## config.mk

```make
export PLATFORM = sky130hd
export DESIGN_NAME = mem_stage_ctrl
export DESIGN_NICKNAME = d
export VERILOG_FILES = /design/src/rtl/stages_definition_pkg.sv /design/src/rtl/mem_timeout_counter.sv /design/src/rtl/mem_stage_ctrl.sv
export SDC_FILE = /design/constraint.sdc
export NUM_CORES = 1
export LEC_CHECK = 0
export CAP_MARGIN = 15
export CORE_ASPECT_RATIO = 1.4
export CORE_MARGIN = 2
export CORE_UTILIZATION = 40
export CTS_BUF_LIST = sky130_fd_sc_hd__clkbuf_16
export DETAILED_ROUTE_END_ITERATION = 8
export PLACE_DENSITY = 0.91
export SLEW_MARGIN = 20
export SYNTH_ARGS = -nofsm -noshare
export SYNTH_HDL_FRONTEND = slang
export SYNTH_SLANG_ARGS = --single-unit
```

## constraint.sdc

```tcl
create_clock -name clk_i -period 2.2 [get_ports clk_i]
set_input_delay 0.44 -clock clk_i [delete_from_list [all_inputs] [get_ports clk_i]]
set_output_delay 0.44 -clock clk_i [all_outputs]
set_load 0.02 [all_outputs]
```

## src/rtl/stages_definition_pkg.sv

```systemverilog
// stages_definition_pkg: shared pipeline-stage types (memory-stage states, mem->wb bundle) and defaults
package stages_definition_pkg;
  localparam int XLEN = 32;
  localparam int MEM_TIMEOUT_DEFAULT = 64;
  typedef enum logic [1:0] {IDLE, ACCESS, DONE} mem_state_t;
  typedef struct packed {
    logic            wb_regWrite;
    logic [3:0]      wb_rd;
    logic [XLEN-1:0] wb_data;
  } mem_wb_interface;
endpackage

```

## src/rtl/mem_timeout_counter.sv

```systemverilog
// mem_timeout_counter: counts enabled cycles; expired_o while enabled at TIMEOUT-1 (in clk_i rst_ni en_i clr_i, out expired_o)
module mem_timeout_counter #(
  parameter int TIMEOUT = 64
) (
  input  logic clk_i,
  input  logic rst_ni,
  input  logic en_i,
  input  logic clr_i,
  output logic expired_o
);
  localparam int CW = $clog2(TIMEOUT);
  logic [CW-1:0] cnt_q, cnt_d;
  always_comb cnt_d = clr_i ? '0 : en_i ? cnt_q + CW'(1) : cnt_q;
  always_ff @(posedge clk_i or negedge rst_ni) begin
    if (!rst_ni) cnt_q <= '0;
    else cnt_q <= cnt_d;
  end
  assign expired_o = en_i && (cnt_q == CW'(TIMEOUT - 1));
endmodule

```

## src/rtl/mem_stage_ctrl.sv

```systemverilog
// mem_stage_ctrl: pipeline memory stage; ex->mem bundle in, data-memory req/ack, mem->wb bundle, stall and sticky err out
module mem_stage_ctrl import stages_definition_pkg::*; #(
  parameter int N       = XLEN,
  parameter int ADDR_W  = 16,
  parameter int TIMEOUT = MEM_TIMEOUT_DEFAULT
) (
  input  logic              clk_i,
  input  logic              rst_ni,
  input  logic              in_valid_i,
  input  logic              memRead_i,
  input  logic              memWrite_i,
  input  logic              regWrite_i,
  input  logic [3:0]        rd_i,
  input  logic [N-1:0]      aluResult_i,
  input  logic [N-1:0]      WD_i,
  output logic              stall_o,
  output logic              dm_req_o,
  output logic              dm_we_o,
  output logic [ADDR_W-1:0] dm_addr_o,
  output logic [N-1:0]      dm_wdata_o,
  input  logic              dm_ack_i,
  input  logic [N-1:0]      dm_rdata_i,
  output logic              wb_valid_o,
  output logic              wb_regWrite_o,
  output logic [3:0]        wb_rd_o,
  output logic [N-1:0]      wb_data_o,
  output logic [N-1:0]      forwardFromMem_o,
  output logic              err_o
);
  mem_state_t state_q, state_d;
  mem_wb_interface wb_q, wb_d;
  logic wb_valid_q, wb_valid_d, err_q, err_d, we_q, we_d;
  logic [ADDR_W-1:0] addr_q, addr_d;
  logic [N-1:0] wdata_q, wdata_d;
  logic [3:0] prd_q, prd_d;
  logic prw_q, prw_d, pld_q, pld_d;
  logic in_access, accept, mem_op, illegal, expired;
  assign in_access = state_q == ACCESS;
  assign accept    = in_valid_i && !in_access;
  assign mem_op    = memRead_i || memWrite_i;
  assign illegal   = (memRead_i && memWrite_i) || (aluResult_i[1:0] != 2'b00);
  mem_timeout_counter #(.TIMEOUT(TIMEOUT)) u_tmo (
    .clk_i,
    .rst_ni,
    .en_i      (in_access),
    .clr_i     (!in_access || dm_ack_i || expired),
    .expired_o (expired)
  );
  always_comb begin
    state_d    = state_q;
    wb_d       = wb_q;
    wb_valid_d = 1'b0;
    err_d      = err_q;
    we_d       = we_q;
    addr_d     = addr_q;
    wdata_d    = wdata_q;
    prd_d      = prd_q;
    prw_d      = prw_q;
    pld_d      = pld_q;
    if (in_access) begin
      if (dm_ack_i || expired) begin
        state_d          = DONE;
        wb_valid_d       = 1'b1;
        wb_d.wb_rd       = prd_q;
        wb_d.wb_regWrite = dm_ack_i && pld_q && prw_q;
        wb_d.wb_data     = (dm_ack_i && pld_q) ? dm_rdata_i : '0;
        err_d            = err_q || !dm_ack_i;
      end
    end else begin
      state_d = IDLE;
      if (accept && mem_op && !illegal) begin
        state_d = ACCESS;
        we_d    = memWrite_i;
        addr_d  = aluResult_i[ADDR_W+1:2];
        wdata_d = WD_i;
        prd_d   = rd_i;
        prw_d   = regWrite_i;
        pld_d   = memRead_i;
      end else if (accept) begin
        // illegal memory requests retire as a bubble carrying no data
        wb_valid_d       = 1'b1;
        wb_d.wb_rd       = rd_i;
        wb_d.wb_regWrite = regWrite_i && !mem_op;
        wb_d.wb_data     = mem_op ? '0 : aluResult_i;
        err_d            = err_q || mem_op;
      end
    end
  end
  always_ff @(posedge clk_i or negedge rst_ni) begin
    if (!rst_ni) begin
      state_q    <= IDLE;
      wb_q       <= '0;
      wb_valid_q <= 1'b0;
      err_q      <= 1'b0;
      we_q       <= 1'b0;
      addr_q     <= '0;
      wdata_q    <= '0;
      prd_q      <= '0;
      prw_q      <= 1'b0;
      pld_q      <= 1'b0;
    end else begin
      state_q    <= state_d;
      wb_q       <= wb_d;
      wb_valid_q <= wb_valid_d;
      err_q      <= err_d;
      we_q       <= we_d;
      addr_q     <= addr_d;
      wdata_q    <= wdata_d;
      prd_q      <= prd_d;
      prw_q      <= prw_d;
      pld_q      <= pld_d;
    end
  end
  // stall and dm_req come straight from the state so reset drops them without a clock
  assign stall_o          = in_access;
  assign dm_req_o         = in_access;
  assign dm_we_o          = we_q;
  assign dm_addr_o        = addr_q;
  assign dm_wdata_o       = wdata_q;
  assign wb_valid_o       = wb_valid_q;
  assign wb_regWrite_o    = wb_q.wb_regWrite;
  assign wb_rd_o          = wb_q.wb_rd;
  assign wb_data_o        = wb_q.wb_data;
  assign forwardFromMem_o = wb_q.wb_data;
  assign err_o            = err_q;
endmodule
```

==> impl_metrics.yaml <==
status:
  status: "finished, final reports clean"
cts:
  cts.clk_slew.worst_paths_ps: 70
  cts.sinks: 102
  root_buffer: "clkbuf_16"
  worstSkewPairLatency_ps: 330
  clockBufferDepth: 2
  cts_hold_buffers: 0
  post_cts.repair.setup_buffers: 0
  cts_buffers: 9
  cts_tree: "done"
  htree_levels: 3
synthesis:
  ys_ff_latch: 102
  syn_area_um2: 4570
  synth_cell_types: 28
  async_flop_share_pct: 100
  synthesis.nets: 432
  ys_warn_count: 0
  synth_common_cells: "dfrtp_1 (102), mux2_2 (81), buf_4 (35)"
  synth-seq-area-share_pct: 55.9
  synth.most_common_cell: "dfrtp_1"
  netlist_top_cells_area: "dfrtp_1 (56%), mux2_2 (20%), a22o_1 (6.3%)"
  synth_top_area_share_pct: 55.9
  synth_ff_type: "dfrtp_1"
  synth_largest_area_cell: "dfrtp_1"
  synth_edf_count: 0
  syn_avg_cell_area_um2: 14.1
  syn_inst: 324
flow_run:
  maxCapViolCount: 0
sta:
  report.final.hold_viol_count: 0
  worst_pin_slew_ps: 576
  clock_skew_ps: 9.68
  worst_slack_ps: 257
  max_freq_mhz: 515
  slew_headroom_pct: 61.6
  setup_violations: 0
  fin_crit_ps: 1940
  holdWs_ps: 99.7
  period_share_pct: 88.3
  tns_ps: 0
  final-max-slew-violation-count: 0
  rsz0062_at_grt: "false"
final_layout:
  final_cells: 675
  nets: 634
  drive_above_1_share_pct: 23.9
  area_delta_synth_final_pct: 55.7
  antennaDiodeCount: 0
  multiInputGateArea_um2: 1640
  fillCellCount: 862
  regArea_um2: 2550
drt:
  wl_um: 12300
  vias_per_cell: 5.01
  route.detailed.wl_per_inst_um: 18.3
  drc: 0
  dr_total_vias: 3385
  drtIter0Drc: 92
  dr.pass1.iters: 4
  ant_nets: 0
power:
  p_total_uw: 5940
  power_frac_seq_pct: 40.9
  internal_power_uw: 4140
  swShare_pct: 30.4
  powerDensity_nw_per_um2: 835
  combPwrFrac_pct: 35.0
  p_sw_uw: 1810
  vdd_ir_drop_max_v: 0.000529
  clkPwrFrac_pct: 24.1
  p_leak_uw: 0.00307
placement:
  dpl.cell_count: 659
  gp_congestion: 0.725
  dp_hpwl_um: 9510
  port_buffers: 228
  dp_slack_ps: 19.9
setup_path:
  critical_path_arrival_ps: 2160
  crit_required_ps: 2410
  worstSetupPathType: "reg2reg"
  ff2ff_setup_slack_ps: 260
  critPathMaxFanout: 23
  startpoint_type: "register"
  critPathCaptureType: "register"
floorplan:
  start_util_pct: 40.7
  die_h_um: 130
  die_w_um: 94.3
  design.core.area_um2: 11200
  rows: 46
  die_area_um2: 12300
  io_pins: 229
grt:
  grt_max_degree: 44
  gr-total-overflow: 0
  grt_pass1_vias: 3670
  grt_pass1_wl_um: 18600
  antenna_found_initial: 0
  grtUsageTotal_pct: 19.8
min_path:
  min_path_type: "in2async"
[area by class of cell]
class | count | area share (%)
clock buffer | 9 | 3.17
inverter | 3 | 0.193
clock inverter | 7 | 0.580
timing repair buffer | 242 | 34.5
multi-input combinational | 168 | 23.1
sequential | 102 | 35.9
tap | 144 | 2.53
[repair_timing]
item | CTS | global route
gates resized for setup | 3 | 0
endpoints found under the setup margin | 2 | 0
endpoints found under the hold margin | 0 | 0
[placed cells by master, fill, tap and decap left out, types with 2 or more instances in the layout]
cell             instances
xor2_1                   2
dfrtp_1                102
xnor2_1                  3
dlygate4sd2_1            2
nand2_1                 16
a22o_1                  33
mux2_4                  10
mux2_2                  81
nor2_1                   8
clkbuf_16                9
nand3_1                  2
inv_6                    2
buf_4                    9
buf_12                   6
clkdlybuf4s50_1        225
nand2b_2                 2
inv_1                    4
[worst paths after layout]
kind	startpoint	end	depth (start not counted)
max	u_tmo.cnt_q[0]	forwardFromMem_o[31]	6
min	rst_ni	forwardFromMem_o[5]	1
max reg2reg	u_tmo.cnt_q[0]	forwardFromMem_o[31]	6
min reg2reg	u_tmo.cnt_q[0]	u_tmo.cnt_q[0]	1
max in group asynchronous	rst_ni	dm_wdata_o[15]	2
min in group clk_i	u_tmo.cnt_q[0]	u_tmo.cnt_q[0]	1
[power by group through the flow]
stage	Sequential (uW)	Combinational (uW)	Clock, uW
2_1_floorplan	2830	632	0
3_5_place_dp	2460	2100	0
6_report	2430	2080	1430
5_1_grt	2470	2180	1560
3_3_place_gp	2430	2040	0
4_1_cts	2430	2110	1470
[layer usage]
metal | global-route usage (%) | vias to the layer above | share of wire (%)
li1 | - | 1521 | -
met1 | 21.3 | 1693 | 35
met2 | 37.4 | 157 | 56
met3 | 5.22 | 14 | 7.4
met4 | 6.65 | 0 | 1.5
met5 | 0 | - | 0
[flip-flops by register name, summed over array words and instances, names as in the netlist]
signal and flops:
dm_wdata_o 32, forwardFromMem_o 32, dm_addr_o 16, u_tmo.cnt_q 6
prd_q 4, wb_rd_o 4, state_q 2, dm_we_o 1
err_o 1, pld_q 1, prw_q 1, wb_regWrite_o 1
wb_valid_o 1
[logic make-up (layout without fill, tap and decap cells)]
family | after synthesis | in the layout | synth area share [%]
multiplexers | 91 | 91 | 23.2
adder cells (fa/ha/maj) | 1 | 1 | 0.274
buffers and inverters | 54 | 261 | 8.71
AO/OA/AOI/OAI | 38 | 38 | 7.56
AND/OR/NAND/NOR | 33 | 33 | 3.40
XOR/XNOR | 5 | 5 | 0.959
flip-flops | 102 | 102 | 55.9
[through the flow]
stage	instance area [um2]	util, %
2_1_floorplan	4570	-
3_3_place_gp	6850	61.0
3_5_place_dp	6850	61.0
4_1_cts	7110	63.4
5_1_grt	7110	63.4
6_report	7110	63.4
[critical path: stages, from the launching register on]
cell and delay [ps]:
dfrtp_1 380, ha_1 200, nand3_1 200, o31ai_4 270, nand2b_2 220, buf_12 210, mux2_2 350
Note: power is estimated with default switching activity, not from simulation.
==> RTL change (config.mk and constraints unchanged) <==
Make the reset (`rst_ni`) synchronous in 2 clocked blocks.
--- a/src/rtl/mem_timeout_counter.sv
+++ b/src/rtl/mem_timeout_counter.sv
@@ -11,7 +11,7 @@
   localparam int CW = $clog2(TIMEOUT);
   logic [CW-1:0] cnt_q, cnt_d;
   always_comb cnt_d = clr_i ? '0 : en_i ? cnt_q + CW'(1) : cnt_q;
-  always_ff @(posedge clk_i or negedge rst_ni) begin
+  always_ff @(posedge clk_i) begin
     if (!rst_ni) cnt_q <= '0;
     else cnt_q <= cnt_d;
   end
--- a/src/rtl/mem_stage_ctrl.sv
+++ b/src/rtl/mem_stage_ctrl.sv
@@ -86,7 +86,7 @@
       end
     end
   end
-  always_ff @(posedge clk_i or negedge rst_ni) begin
+  always_ff @(posedge clk_i) begin
     if (!rst_ni) begin
       state_q    <= IDLE;
       wb_q       <= '0;
Check against the original RTL: differs if rst_ni is asserted again (counterexample within 4 cycles, from zero or initial values and one cycle with rst_ni low); with rst_ni held inactive, the same outputs for 4 cycles.
==> RTL change against the original RTL <==
  * Wire length grew 12%
  * Area after synthesis shrank 2.8%
  * Cell area shrank 2.6%
  * Worst setup slack lost 0.16 ns
  * Global-route usage grew 3.1 points
  * Die area shrank 2.7%
  * Via count grew 30%
  * Worst hold slack gained 0.36 ns
  * Count of clock-buffer cells in the layout is the same
  * Critical path depth shrank 3
  * Maximum frequency shrank 7.5%
  * Sequential cell count is the same
  * Highest routed layer unchanged
Power is not compared: it rests on default switching activity, and its combinational part moved more than twofold at a synthesized area within 25%.
==> RTL change: results (changes against the original RTL) <==
status finished clean (unchanged); Critical Path Max Stage Delay 0.64 ns (was 0.38 ns); asr flop ratio synth 0% (was 100.0%); syn avg cell area 8.376 sq um (was 14.10 sq um); post-synth top area cell dfxtp_1 (was dfrtp_1); net switching power 1.003 mW; Routed met1 length 5.052 mm (was 4.293 mm); slew margin rel. 68.43% (was 61.57%); top cells by count, synth nand2_1 (188), dfxtp_1 (102), a21oi_1 (56) (was dfrtp_1 (102), mux2_2 (81), buf_4 (35)); HP Class flop to flop (was input port to asynchronous set/reset pin); Syn. warnings 0 (unchanged); vias in the first global route 4473 (was 3670); clock tree buffer depth 2 (unchanged); total track usage 22.88% (was 19.80%); P_comb roughly 0.7 mW; htree depth 3 (unchanged); CP startpoint state_q[1] (was u_tmo.cnt_q[0]); DRT iter0 DRCs 173 (was 92); initial antenna violation count 0 (unchanged); cell with the most instances after synthesis nand2_1 (was dfrtp_1); ant diodes 0 (unchanged); Clock transition at path regs 0.07 ns (about the same); cell at the slowest stage of the critical path clkdlybuf4s50_1 (was dfrtp_1); post-cts resize count 0 (was 3); Leak 2.486 nW; layout cells sized above 1 5.594% (was 23.92%); fillers 876 (was 862); synth top area cells dfxtp_1 (46%), nand2_1 (16%), mux2i_1 (8.3%), a32o_1 (7.4%), a21oi_1 (6.3%) (was dfrtp_1 (56%), mux2_2 (20%), a22o_1 (6.3%), buf_4 (5.8%), mux2_4 (3.3%)); placed insts 840 (was 659); sequential area share after synthesis 46.00% (was 55.86%); first-pass GRT wire length 21.88 mm (was 18.57 mm); Core ar. 10810 sq um (was 11220 sq um); clk_skew 0.005903 ns (was 0.009685 ns); vias per std cell 5.144 (was 5.015); delay-heaviest family, CP buffers and inverters (was simple AND/OR/NAND/NOR gates); Placer Congestion 0.8012 (was 0.7251); Num CTS Buffers 9 (unchanged); worst vdd ir 725.2 uV; drt pass-1 iters 7 (was 4); fin. max-slew vios 0 (unchanged); Max Fanout on Critical Path 9 (was 23); via count 4403 (was 3385); Yosys cell types 28 (unchanged); final net count 818 (was 634); largest net degree at the start of global routing 45 (was 44); Port-buffer cells 228 (unchanged); Post-CTS Setup Inserts 0 (unchanged); Synthesized Nets 638 (was 432); seq pwr between 1.5 and 2 mW; Critical Path AT 1.66 ns (was 2.16 ns); root buf cell clkbuf_16 (unchanged); wire length on met2 7.379 mm (was 6.949 mm); DR WL met3 1.060 mm (was 911 um); Clk Latency, worst-skew pair 0.33 ns (about the same); top routing layer in use met4 (unchanged); routed wire length 13.83 mm (was 12.33 mm); hpwl dp 10.38 mm (was 9.510 mm)
-- RTL change: metal layers --
layer / global-route usage (%) / vias up
met4: 8.304 / 0
li1: - / 2118
met2: 43.44 / 193
met3: 5.562 / 27
met5: 0 / -
met1: 24.24 / 2065
-- RTL change: final cells by class --
| class | count | share of cell area [%] |
|---|---|---|
| Multi-Input combinational cell | 350 | 28.29 |
| Clock buffer | 9 | 3.251 |
| Clock inverter | 7 | 0.9393 |
| Tap cell | 141 | 2.547 |
| Sequential cell | 102 | 29.48 |
| Inverter | 3 | 0.1626 |
| Timing Repair Buffer | 244 | 35.33 |
-- RTL change: metrics by stage --
stage | util (%) | setup WS [ns] | hold WS (ns) | power [mW] | area [sq um]
floorplan | - | 0.7089 | 0.4130 | 2.284 | 4439
global placement | 61.39 | 0.1484 | 0.4211 | 2.642 | 6636
detailed placement | 61.39 | 0.07613 | 0.4473 | 2.661 | 6636
CTS | 64.07 | 0.08679 | 0.4566 | 4.195 | 6927
global route | 64.07 | 0.04584 | 0.4704 | 4.306 | 6927
finish | 64.07 | 0.1001 | 0.4553 | 4.153 | 6927
-- RTL change: worst paths after layout --
| check | end | slack, ns | cells after the start |
|---|---|---|---|
| min | dm_wdata_o[11] | 0.46 | 2 |
| max | dm_req_o | 0.10 | 3 |
| max reg2reg | forwardFromMem_o[19] | 0.29 | 6 |
| min reg2reg | dm_wdata_o[11] | 0.46 | 2 |
-- RTL change: kinds of logic (layout without fill, tap and decap cells) --
| logic type | count (synthesis) | after routing | synth area share, % |
|---|---|---|---|
| fa+ha+maj | 1 | 1 | 0.2818 |
| buf+inv | 78 | 263 | 10.20 |
| compound gates | 95 | 95 | 14.83 |
| simple gates | 208 | 208 | 18.35 |
| mux | 41 | 41 | 9.357 |
| xor+xnor | 5 | 5 | 0.9864 |
| flops | 102 | 102 | 46.00 |
